## src/rtl/reg_file_8x8.sv

```systemverilog
// Operand register file for the lab5 datapath: 2^ADDR_WIDTH registers, two registered read ports, one write port.
// Define REG_FILE_WRITE_FORWARD_EN for write-first read ports; default build is read-first.
module reg_file_8x8 #(
   parameter int DATA_WIDTH = 8,
   parameter int ADDR_WIDTH = 3
) (
   input  logic                  CLK,
   input  logic                  RESET,
   input  logic [DATA_WIDTH-1:0] IN,
   input  logic [ADDR_WIDTH-1:0] INADDRESS,
   input  logic                  WRITEENABLE,
   input  logic [ADDR_WIDTH-1:0] OUT1ADDRESS,
   input  logic [ADDR_WIDTH-1:0] OUT2ADDRESS,
   output logic [DATA_WIDTH-1:0] REGOUT1,
   output logic [DATA_WIDTH-1:0] REGOUT2
);

   localparam int NumRegs = 1 << ADDR_WIDTH;

   logic [DATA_WIDTH-1:0] regs_q [NumRegs];
   logic [DATA_WIDTH-1:0] regs_d [NumRegs];
   logic [DATA_WIDTH-1:0] rdata1_q, rdata1_d;
   logic [DATA_WIDTH-1:0] rdata2_q, rdata2_d;

   always_comb begin
      regs_d = regs_q;
      if (WRITEENABLE) begin
         regs_d[INADDRESS] = IN;
      end
`ifdef REG_FILE_WRITE_FORWARD_EN
      // Reading the post-write array gives write-first behaviour on a colliding address.
      rdata1_d = regs_d[OUT1ADDRESS];
      rdata2_d = regs_d[OUT2ADDRESS];
`else
      rdata1_d = regs_q[OUT1ADDRESS];
      rdata2_d = regs_q[OUT2ADDRESS];
`endif
   end

   always_ff @(posedge CLK) begin
      if (RESET) begin
         for (int i = 0; i < NumRegs; i++) begin
            regs_q[i] <= '0;
         end
         rdata1_q <= '0;
         rdata2_q <= '0;
      end else begin
         for (int i = 0; i < NumRegs; i++) begin
            regs_q[i] <= regs_d[i];
         end
         rdata1_q <= rdata1_d;
         rdata2_q <= rdata2_d;
      end
   end

   assign REGOUT1 = rdata1_q;
   assign REGOUT2 = rdata2_q;

endmodule

```

## config.mk

```make
export PLATFORM = sky130hd
export DESIGN_NAME = reg_file_8x8
export DESIGN_NICKNAME = d
export VERILOG_FILES = /design/src/rtl/reg_file_8x8.sv
export SDC_FILE = /design/constraint.sdc
export NUM_CORES = 1
export LEC_CHECK = 0
export BUFFER_PORTS_ARGS = -buffer_cell sky130_fd_sc_hd__buf_2
export CORE_MARGIN = 1.5
export CORE_UTILIZATION = 50
export CTS_CLUSTER_DIAMETER = 150
export DETAILED_ROUTE_END_ITERATION = 12
export PLACE_DENSITY = 0.8
export REMOVE_ABC_BUFFERS = 1
export SLEW_MARGIN = 20
export SYNTH_ARGS = -nofsm -noshare
export SYNTH_HDL_FRONTEND = slang
export SYNTH_SLANG_ARGS = --single-unit
```

## constraint.sdc

```tcl
create_clock -name CLK -period 3.8 [get_ports CLK]
set_clock_uncertainty 0.1 [all_clocks]
set_input_delay 0.57 -clock CLK [delete_from_list [all_inputs] [get_ports CLK]]
set_output_delay 0.57 -clock CLK [all_outputs]
set_load 0.01 [all_outputs]
```

==> results.txt, run 1 <==
Hold-fix buffers, CTS = 0
Seq/Total Area, Yosys = 41.8%
Root buf cell = clkbuf_8
Endpoint arrival time on the critical path = 1800 ps
Leak = 0.00159 uW
Final Max Slew Viols = 0
Final hold vios = 0
Area delta synth->final = 6.44%
NetSw = 401 uW
Worst r2r dst = REGOUT1[7]$_SDFF_PP0_
Final WL = 8570 um
Fraction of layout cells with a size suffix above 1 = 18.4%
Die area = 8190 um^2
Critical path's slowest cell = mux4_1
WL per Instance = 18.0 um
Smallest hold slack = 370 ps
Max Cap Viol = 0
Finished Cell Area = 4080 um^2
Logic pwr share = 8.4%
Via count = 2767
Dpl cell area = 3890 um^2
All-Layer GR Usage = 22.1%
Max VDD drop = 165 uV
Final #Nets = 392
PortBufs = 35
CTS tree = built
Reg2Reg Depth = 3
DRC viols = 0
Core area = 7330 um^2
Filler cell count = 614
Cell variety after synth = 21
Sw frac = 25.0%
Area of the multi-input gates = 1980 um^2
Starting density of the core = 52.2%
# resized after CTS = 0
Share of power burned in registers = 53.9%
Clock network power share = 37.7%
Period minus WS final = 1690 ps
Fin Setup TNS = 0 ps
Worst hold path class = reg2reg
Die X = 90.5 um
Clock Latency Late Sink = 360 ps
Final setup fails = 0
Worst r2r src = regs_q[55]$_SDFFE_PP0P_
CP required = 3920 ps
Setup ws final = 2110 ps
Buffers and inverters on the worst path = 1
Global route total overflow = 0
Hold Path Sink = regs_q[12]$_SDFFE_PP0P_
IO Pins = 36
Hold Startpoint = regs_q[12]$_SDFFE_PP0P_
Cell Chain, Critical Path = buf_2, mux4_1, mux2i_1, nor2_1
Antenna violations before repair = 0
Largest fanout on the critical path = 16
Worst-path clk slew = 80 ps
Router iterations before antenna repair = 4
Vias per inst = 5.83
Area leader, netlist = dfxtp_1
ANT cells = 0
Vias in the first global route = 2768
Rel. slew slack = 45.4%
RePlAce Congestion = 0.793
#FFs+latches synth = 80
Synthesis Warnings = 0
FF/Latch Area = 1600 um^2
Internal Power = 1210 uW
Syn_area_per_cell = 10.5 um^2
Period utilization = 44.4%
H-tree depth = 3
Power density cells = 395 nW/um^2
Post-CTS setup buffers = 0
Worst-Margin Slew = 819 ps
Mapped Cells = 364
Hold path depth = 2
Worst Path Class, Setup = in2reg
Post-place setup slack = 1720 ps
Largest net degree at the start of global routing = 45
First-pass GRT wire length = 13800 um
Total Power = 1610 uW
Number of core rows = 31
Status = completed
Cell family contributing the most delay on the critical path = multiplexers
Hpwl dp = 5400 um
Max clock buf depth = 2
Max Freq = 593 MHz
Share of the synthesized area in the top cell type = 41.8%
Setup crit end kind = register
Area contributors post-synth = dfxtp_1 42%, mux4_1 12%, mux2i_1 10%, mux4_2 8.2%, nand2_1 7.8%
Post-Syn Area = 3830 um^2
Max incr delay on CP = 630 ps
Routed Antenna Nets = 0
Cts bufs inserted = 9
RSZ-0062 raised after global routing = false
Startpoint types = input port
Die height = 90.5 um
DRT iter0 DRCs = 186
R2r setup slk = 2470 ps
# clock sinks = 80
[metal layers]
layer	vias up	share of wire, %	global-route usage, %
met2	91	52	38.3
li1	1306	-	-
met5	-	0	0
met3	15	6.9	5.64
met4	0	1.9	9.13
met1	1355	39	25.9
[kinds of logic (layout without fill, tap and decap cells)]
family	after synthesis	count (layout)	share of synthesized area, %
buf+inv	39	51	6.41
simple gates	133	133	15.5
flops	80	80	41.8
compound gates	40	40	5.23
mux	72	72	31.0
[cell usage after synthesis (all sizes together)]
master and count:
clkbuf 19, a21oi 40, nand2 80, nand4 1
buf 20, nand4b 3, nor2 40, mux4 32
and4b 3, and4bb 3, dfxtp 80, and4 1
nor4b 1, or4b 1, mux2i 40
[area by class of cell]
type	count	share of cell area (%)
multi-input combinational	245	48.6
sequential	80	39.3
timing repair buffer	36	4.48
clock buffer	9	3.04
tap	99	3.04
clock inverter	6	1.50
[worst min-delay path: cells and delay by family (launching register included)]
kind	cells	cell delay [ps]
flip-flops	1	320
AND/OR/NAND/NOR	1	50
AO/OA/AOI/OAI	1	50
[per-stage QoR]
step                      cells  util (%)
after global placement      460      53.1
after detailed placement    460      53.1
final                       475      55.6
after CTS                   475      55.6
after floorplan             325         -
after global routing        475      55.6
[power groups by stage]
stage	clock network, uW	registers, uW	logic [uW]
2_1_floorplan	0	883	62.5
3_3_place_gp	0	884	131
3_5_place_dp	0	885	134
4_1_cts	621	866	135
5_1_grt	652	868	146
6_report	607	866	135
[sequential cells by signal, summed over array words and instances (netlist names)]
| register | flops |
|---|---|
| REGOUT2 | 8 |
| regs_q | 64 |
| REGOUT1 | 8 |
[worst max-delay path by stage]
| stage | depth (start not counted) | from | end |
|---|---|---|---|
| 3_3_place_gp | 4 | OUT1ADDRESS[2] | REGOUT1[6]$_SDFF_PP0_ |
| 3_5_place_dp | 4 | OUT2ADDRESS[2] | REGOUT2[6]$_SDFF_PP0_ |
| 2_1_floorplan | 3 | INADDRESS[2] | regs_q[56]$_SDFFE_PP0P_ |
| 6_report | 4 | OUT2ADDRESS[2] | REGOUT2[6]$_SDFF_PP0_ |
| 5_1_grt | 4 | OUT2ADDRESS[2] | REGOUT2[6]$_SDFF_PP0_ |
| 4_1_cts | 4 | OUT1ADDRESS[2] | REGOUT1[3]$_SDFF_PP0_ |
[cell usage in the layout (no fill, tap or decap), types with 3 or more instances in the layout]
cell and count:
mux2i_1 40, and4b_1 3, nor2_1 40, and4bb_2 3
nand2_1 80, nand4b_1 3, buf_2 35, clkbuf_8 9
a21oi_1 40, mux4_2 14, mux4_1 18, dfxtp_1 80
clkinv_2 3
No activity file was read; power rests on OpenSTA's default activity.
==> inputs of run 2 (changes only) <==
PLACE_DENSITY = 0.83   (was 0.8)
clock period = 1.39 ns   (was 3.8 ns; I/O delays follow)
==> results.txt, run 2 (synthesized netlist as in run 1, its figures left out) <==
Max Freq = 773 MHz
Post-CTS setup buffers = 0
Global route total overflow = 0
Logic pwr share = 10.2%
RePlAce Congestion = 0.814
Filler cell count = 582
Sw frac = 23.3%
DRC viols = 0
Max VDD drop = 523 uV
Die X = 90.5 um
PortBufs = 35
Final hold vios = 0
Max Cap Viol = 0
Final #Nets = 426
Starting density of the core = 52.2%
Final setup fails = 0
Hpwl dp = 6170 um
H-tree depth = 3
Setup crit end kind = register
Startpoint types = register
Share of power burned in registers = 53.4%
First-pass GRT wire length = 14100 um
Routed Antenna Nets = 0
NetSw = 1030 uW
Fraction of layout cells with a size suffix above 1 = 24.3%
Fin Setup TNS = 0 ps
Status = completed
Die height = 90.5 um
Period minus WS final = 1290 ps
Power density cells = 1010 nW/um^2
Internal Power = 3400 uW
Antenna violations before repair = 0
Hold-fix buffers, CTS = 0
# resized after CTS = 0
Setup ws final = 96.1 ps
Finished Cell Area = 4410 um^2
Vias in the first global route = 2834
Largest net degree at the start of global routing = 81
Most frequent cells in the layout = 80 x dfxtp_1, 80 x nand2_1, 40 x mux2i_1, 40 x nor2_1, 40 x a21oi_1
ANT cells = 0
Worst Path Class, Setup = reg2reg
Router iterations before antenna repair = 5
Endpoint arrival time on the critical path = 1430 ps
Via count = 2921
DRT iter0 DRCs = 123
Worst-Margin Slew = 335 ps
Fin cells = 507
Total Power = 4440 uW
Area delta synth->final = 15.1%
CP required = 1520 ps
WL per Instance = 17.9 um
Vias per inst = 5.76
Die area = 8190 um^2
Leak = 0.00177 uW
Period utilization = 93.1%
Clock Latency Late Sink = 350 ps
Largest fanout on the critical path = 3
CTS tree = built
Final WL = 9050 um
Cts bufs inserted = 9
Final Max Slew Viols = 0
# clock sinks = 80
Clock network power share = 36.4%
Number of flip-flops in the largest register = 64
Core area = 7330 um^2
Worst hold path class = in2reg
Rel. slew slack = 77.7%
Max clock buf depth = 2
Top reg by flops = regs_q
FF/Latch Area = 1600 um^2
RSZ-0062 raised after global routing = false
Dpl cells = 494
Number of core rows = 31
Area of the multi-input gates = 1980 um^2
Root buf cell = clkbuf_8
Dpl cell area = 4230 um^2
Post-place setup slack = -133 ps
All-Layer GR Usage = 22.7%
IO Pins = 36
Worst-path clk slew = 70 ps
-- run 2: cell count changes in the layout (fill, tap and decap cells not counted), sizes merged --
cell / change
clkinv: -4
clkbuf: +3
buf: +34
clkinvlp: -1
-- run 2: final cells by class --
type	instances	share of cell area [%]
Clock buffer	12	3.29
Clock inverter	1	0.681
Multi-Input combinational cell	245	45.0
Sequential cell	80	36.3
Tap cell	99	2.81
Timing Repair Buffer	70	11.9
-- run 2: per-layer routing --
metal / GRT usage, % / vias to the layer above / routed length [um]
li1: - / 1370 / -
met1: 26.3 / 1407 / 3390
met2: 40.0 / 127 / 4770
met3: 6.57 / 17 / 764
met4: 7.80 / 0 / 135
met5: 0 / - / 0
-- run 2: path summary, 6_finish.rpt --
kind	slack (ps)	start	cells past startpoint	end
hold reg to reg	370	regs_q[23]$_SDFFE_PP0P_	2	regs_q[23]$_SDFFE_PP0P_
setup reg to reg	100	regs_q[21]$_SDFFE_PP0P_	3	REGOUT1[5]$_SDFF_PP0_
setup / recovery	100	regs_q[21]$_SDFFE_PP0P_	3	REGOUT1[5]$_SDFF_PP0_
hold / removal	70	IN[0]	3	regs_q[32]$_SDFFE_PP0P_
-- run 2: worst max-delay path, cell delays in order (launching register included) --
cell     delay [ps]
dfxtp_1         330
mux4_1          520
mux2i_1         170
nor2_1           60
-- run 2: stage by stage --
stage / util (%) / hold slack [ps]
global placement: 57.7 / 350
CTS: 60.1 / 54.5
detailed placement: 57.7 / 361
finish: 60.1 / 65.8
global route: 60.1 / 58.9
floorplan: - / 178
-- run 2: power by group through the flow --
| stage | registers (uW) | logic (uW) | clock network [uW] |
|---|---|---|---|
| finish | 2370 | 452 | 1620 |
| global route | 2370 | 484 | 1740 |
| CTS | 2370 | 452 | 1640 |
| detailed placement | 2420 | 450 | 0 |
| global placement | 2420 | 438 | 0 |
| floorplan | 2410 | 171 | 0 |
==> inputs of run 3 (changes only) <==
PLACE_DENSITY = 0.73   (was 0.83)
SETUP_SLACK_MARGIN = 0.2   (was not set)
TNS_END_PERCENT = 1   (was not set)
==> results.txt, run 3 (synthesized netlist as in run 1, its figures left out) <==
Status = completed
Max Freq = 788 MHz
Filler cell count = 613
R2r setup slk = 120 ps
Vias per inst = 5.69
Hold path depth = 3
Largest net degree at the start of global routing = 81
Total Power = 4640 uW
Antenna violations before repair = 0
Fin cells = 508
Final #Nets = 425
Final Max Slew Viols = 0
CTS tree = built
Commonest non-fill, non-tap cell in the layout = nand2_1
Hpwl dp = 5810 um
PortBufs = 35
Vias in the first global route = 2962
Via count = 2893
Period minus WS final = 1270 ps
Max VDD drop = 529 uV
Worst hold path class = in2reg
Core area = 7330 um^2
First-pass GRT wire length = 14500 um
Router iterations before antenna repair = 4
IO Pins = 36
Starting density of the core = 52.2%
# clock sinks = 80
Worst r2r src = regs_q[8]$_SDFFE_PP0P_
Leak = 0.00174 uW
Dpl cells = 492
H-tree depth = 3
Setup crit end kind = register
Final WL = 8880 um
CP required = 1530 ps
Die height = 90.5 um
DRC viols = 0
Worst-Margin Slew = 349 ps
Routed Antenna Nets = 0
Fraction of layout cells with a size suffix above 1 = 28.9%
Power density cells = 1040 nW/um^2
Worst-path clk slew = 80 ps
Clock Latency Late Sink = 350 ps
DRT iter0 DRCs = 338
Max Cap Viol = 0
Worst Path Class, Setup = reg2reg
Max clock buf depth = 2
WL per Instance = 17.5 um
Period utilization = 91.3%
Rel. slew slack = 76.7%
Endpoint arrival time on the critical path = 1410 ps
Largest fanout on the critical path = 3
Hold Startpoint = IN[2]
Worst r2r dst = REGOUT1[0]$_SDFF_PP0_
Cts bufs inserted = 9
All-Layer GR Usage = 23.3%
Global route total overflow = 0
Final setup fails = 0
Top reg by flops = regs_q
Final hold vios = 0
Startpoint types = register
Die area = 8190 um^2
RePlAce Congestion = 0.762
Number of core rows = 31
RSZ-0062 raised after global routing = true
Most frequent cells in the layout = 80 x nand2_1, 74 x dfxtp_1, 40 x nor2_1, 40 x a21oi_1, 38 x mux2i_1
Hold-fix buffers, CTS = 0
Area delta synth->final = 16.4%
Number of flip-flops in the largest register = 64
Hold Path Sink = regs_q[34]$_SDFFE_PP0P_
Die X = 90.5 um
ANT cells = 0
Root buf cell = clkbuf_8
Reg2Reg Depth = 3
Fin Setup TNS = 0 ps
[run 3: cell count changes in the layout (fill, tap and decap cells not counted), moves of 3 or more]
cell and delta:
mux4_1 -8, mux4_2 +8, dfxtp_1 -6, dfxtp_2 +6, buf_4 -4, buf_12 +3
[run 3: metrics by stage]
step	instance area, um^2	util (%)	worst slack (ps)	hold WS (ps)
global route	4460	60.8	59.5	40.6
CTS	4450	60.8	124	37.4
detailed placement	4260	58.0	-128	354
finish	4460	60.8	120	44.0
global placement	4260	58.0	-95.9	349
floorplan	3580	-	181	178
[run 3: how the worst max path moves through the flow]
| stage | startpoint | endpoint | slack (ps) | cells after the start |
|---|---|---|---|---|
| after global routing | regs_q[56]$_SDFFE_PP0P_ | REGOUT2[0]$_SDFF_PP0_ | 60 | 3 |
| final | regs_q[8]$_SDFFE_PP0P_ | REGOUT1[0]$_SDFF_PP0_ | 120 | 3 |
| after detailed placement | OUT2ADDRESS[2] | REGOUT2[2]$_SDFF_PP0_ | -130 | 5 |
| after global placement | OUT1ADDRESS[2] | REGOUT1[2]$_SDFF_PP0_ | -100 | 5 |
| after CTS | regs_q[40]$_SDFFE_PP0P_ | REGOUT1[0]$_SDFF_PP0_ | 120 | 3 |
| after floorplan | INADDRESS[2] | regs_q[56]$_SDFFE_PP0P_ | 180 | 3 |
[run 3: area by class of cell]
class                      count  area [um^2]  share of cell area, %
tap                           99          124                   2.78
sequential                    80         1610                   36.1
multi-input combinational    245         1960                   44.0
clock inverter                 6         85.1                   1.91
timing repair buffer          69          556                   12.5
clock buffer                   9          124                   2.78
[run 3: report_power, final]
part / switching (uW) / internal (uW)
clock network: 813 / 994
registers: 29.9 / 2340
logic: 244 / 222
[run 3: timing repair]
action	CTS	global route
gates resized for setup	12	4
endpoints found under the setup margin	16	16
buffers inserted	1	0
[run 3: per-layer routing]
metal  vias up  GRT usage (%)  wire length (um)
met1      1431           28.4              3780
li1       1354              -                 -
met5         -              0                 0
met3        12           5.56               568
met4         0           9.13               152
met2        96           39.4              4380
[run 3: critical path: stages (launching register included)]
cell and delay [ps]:
dfxtp_1 330, mux4_2 480, mux2i_2 190, nor2_1 60
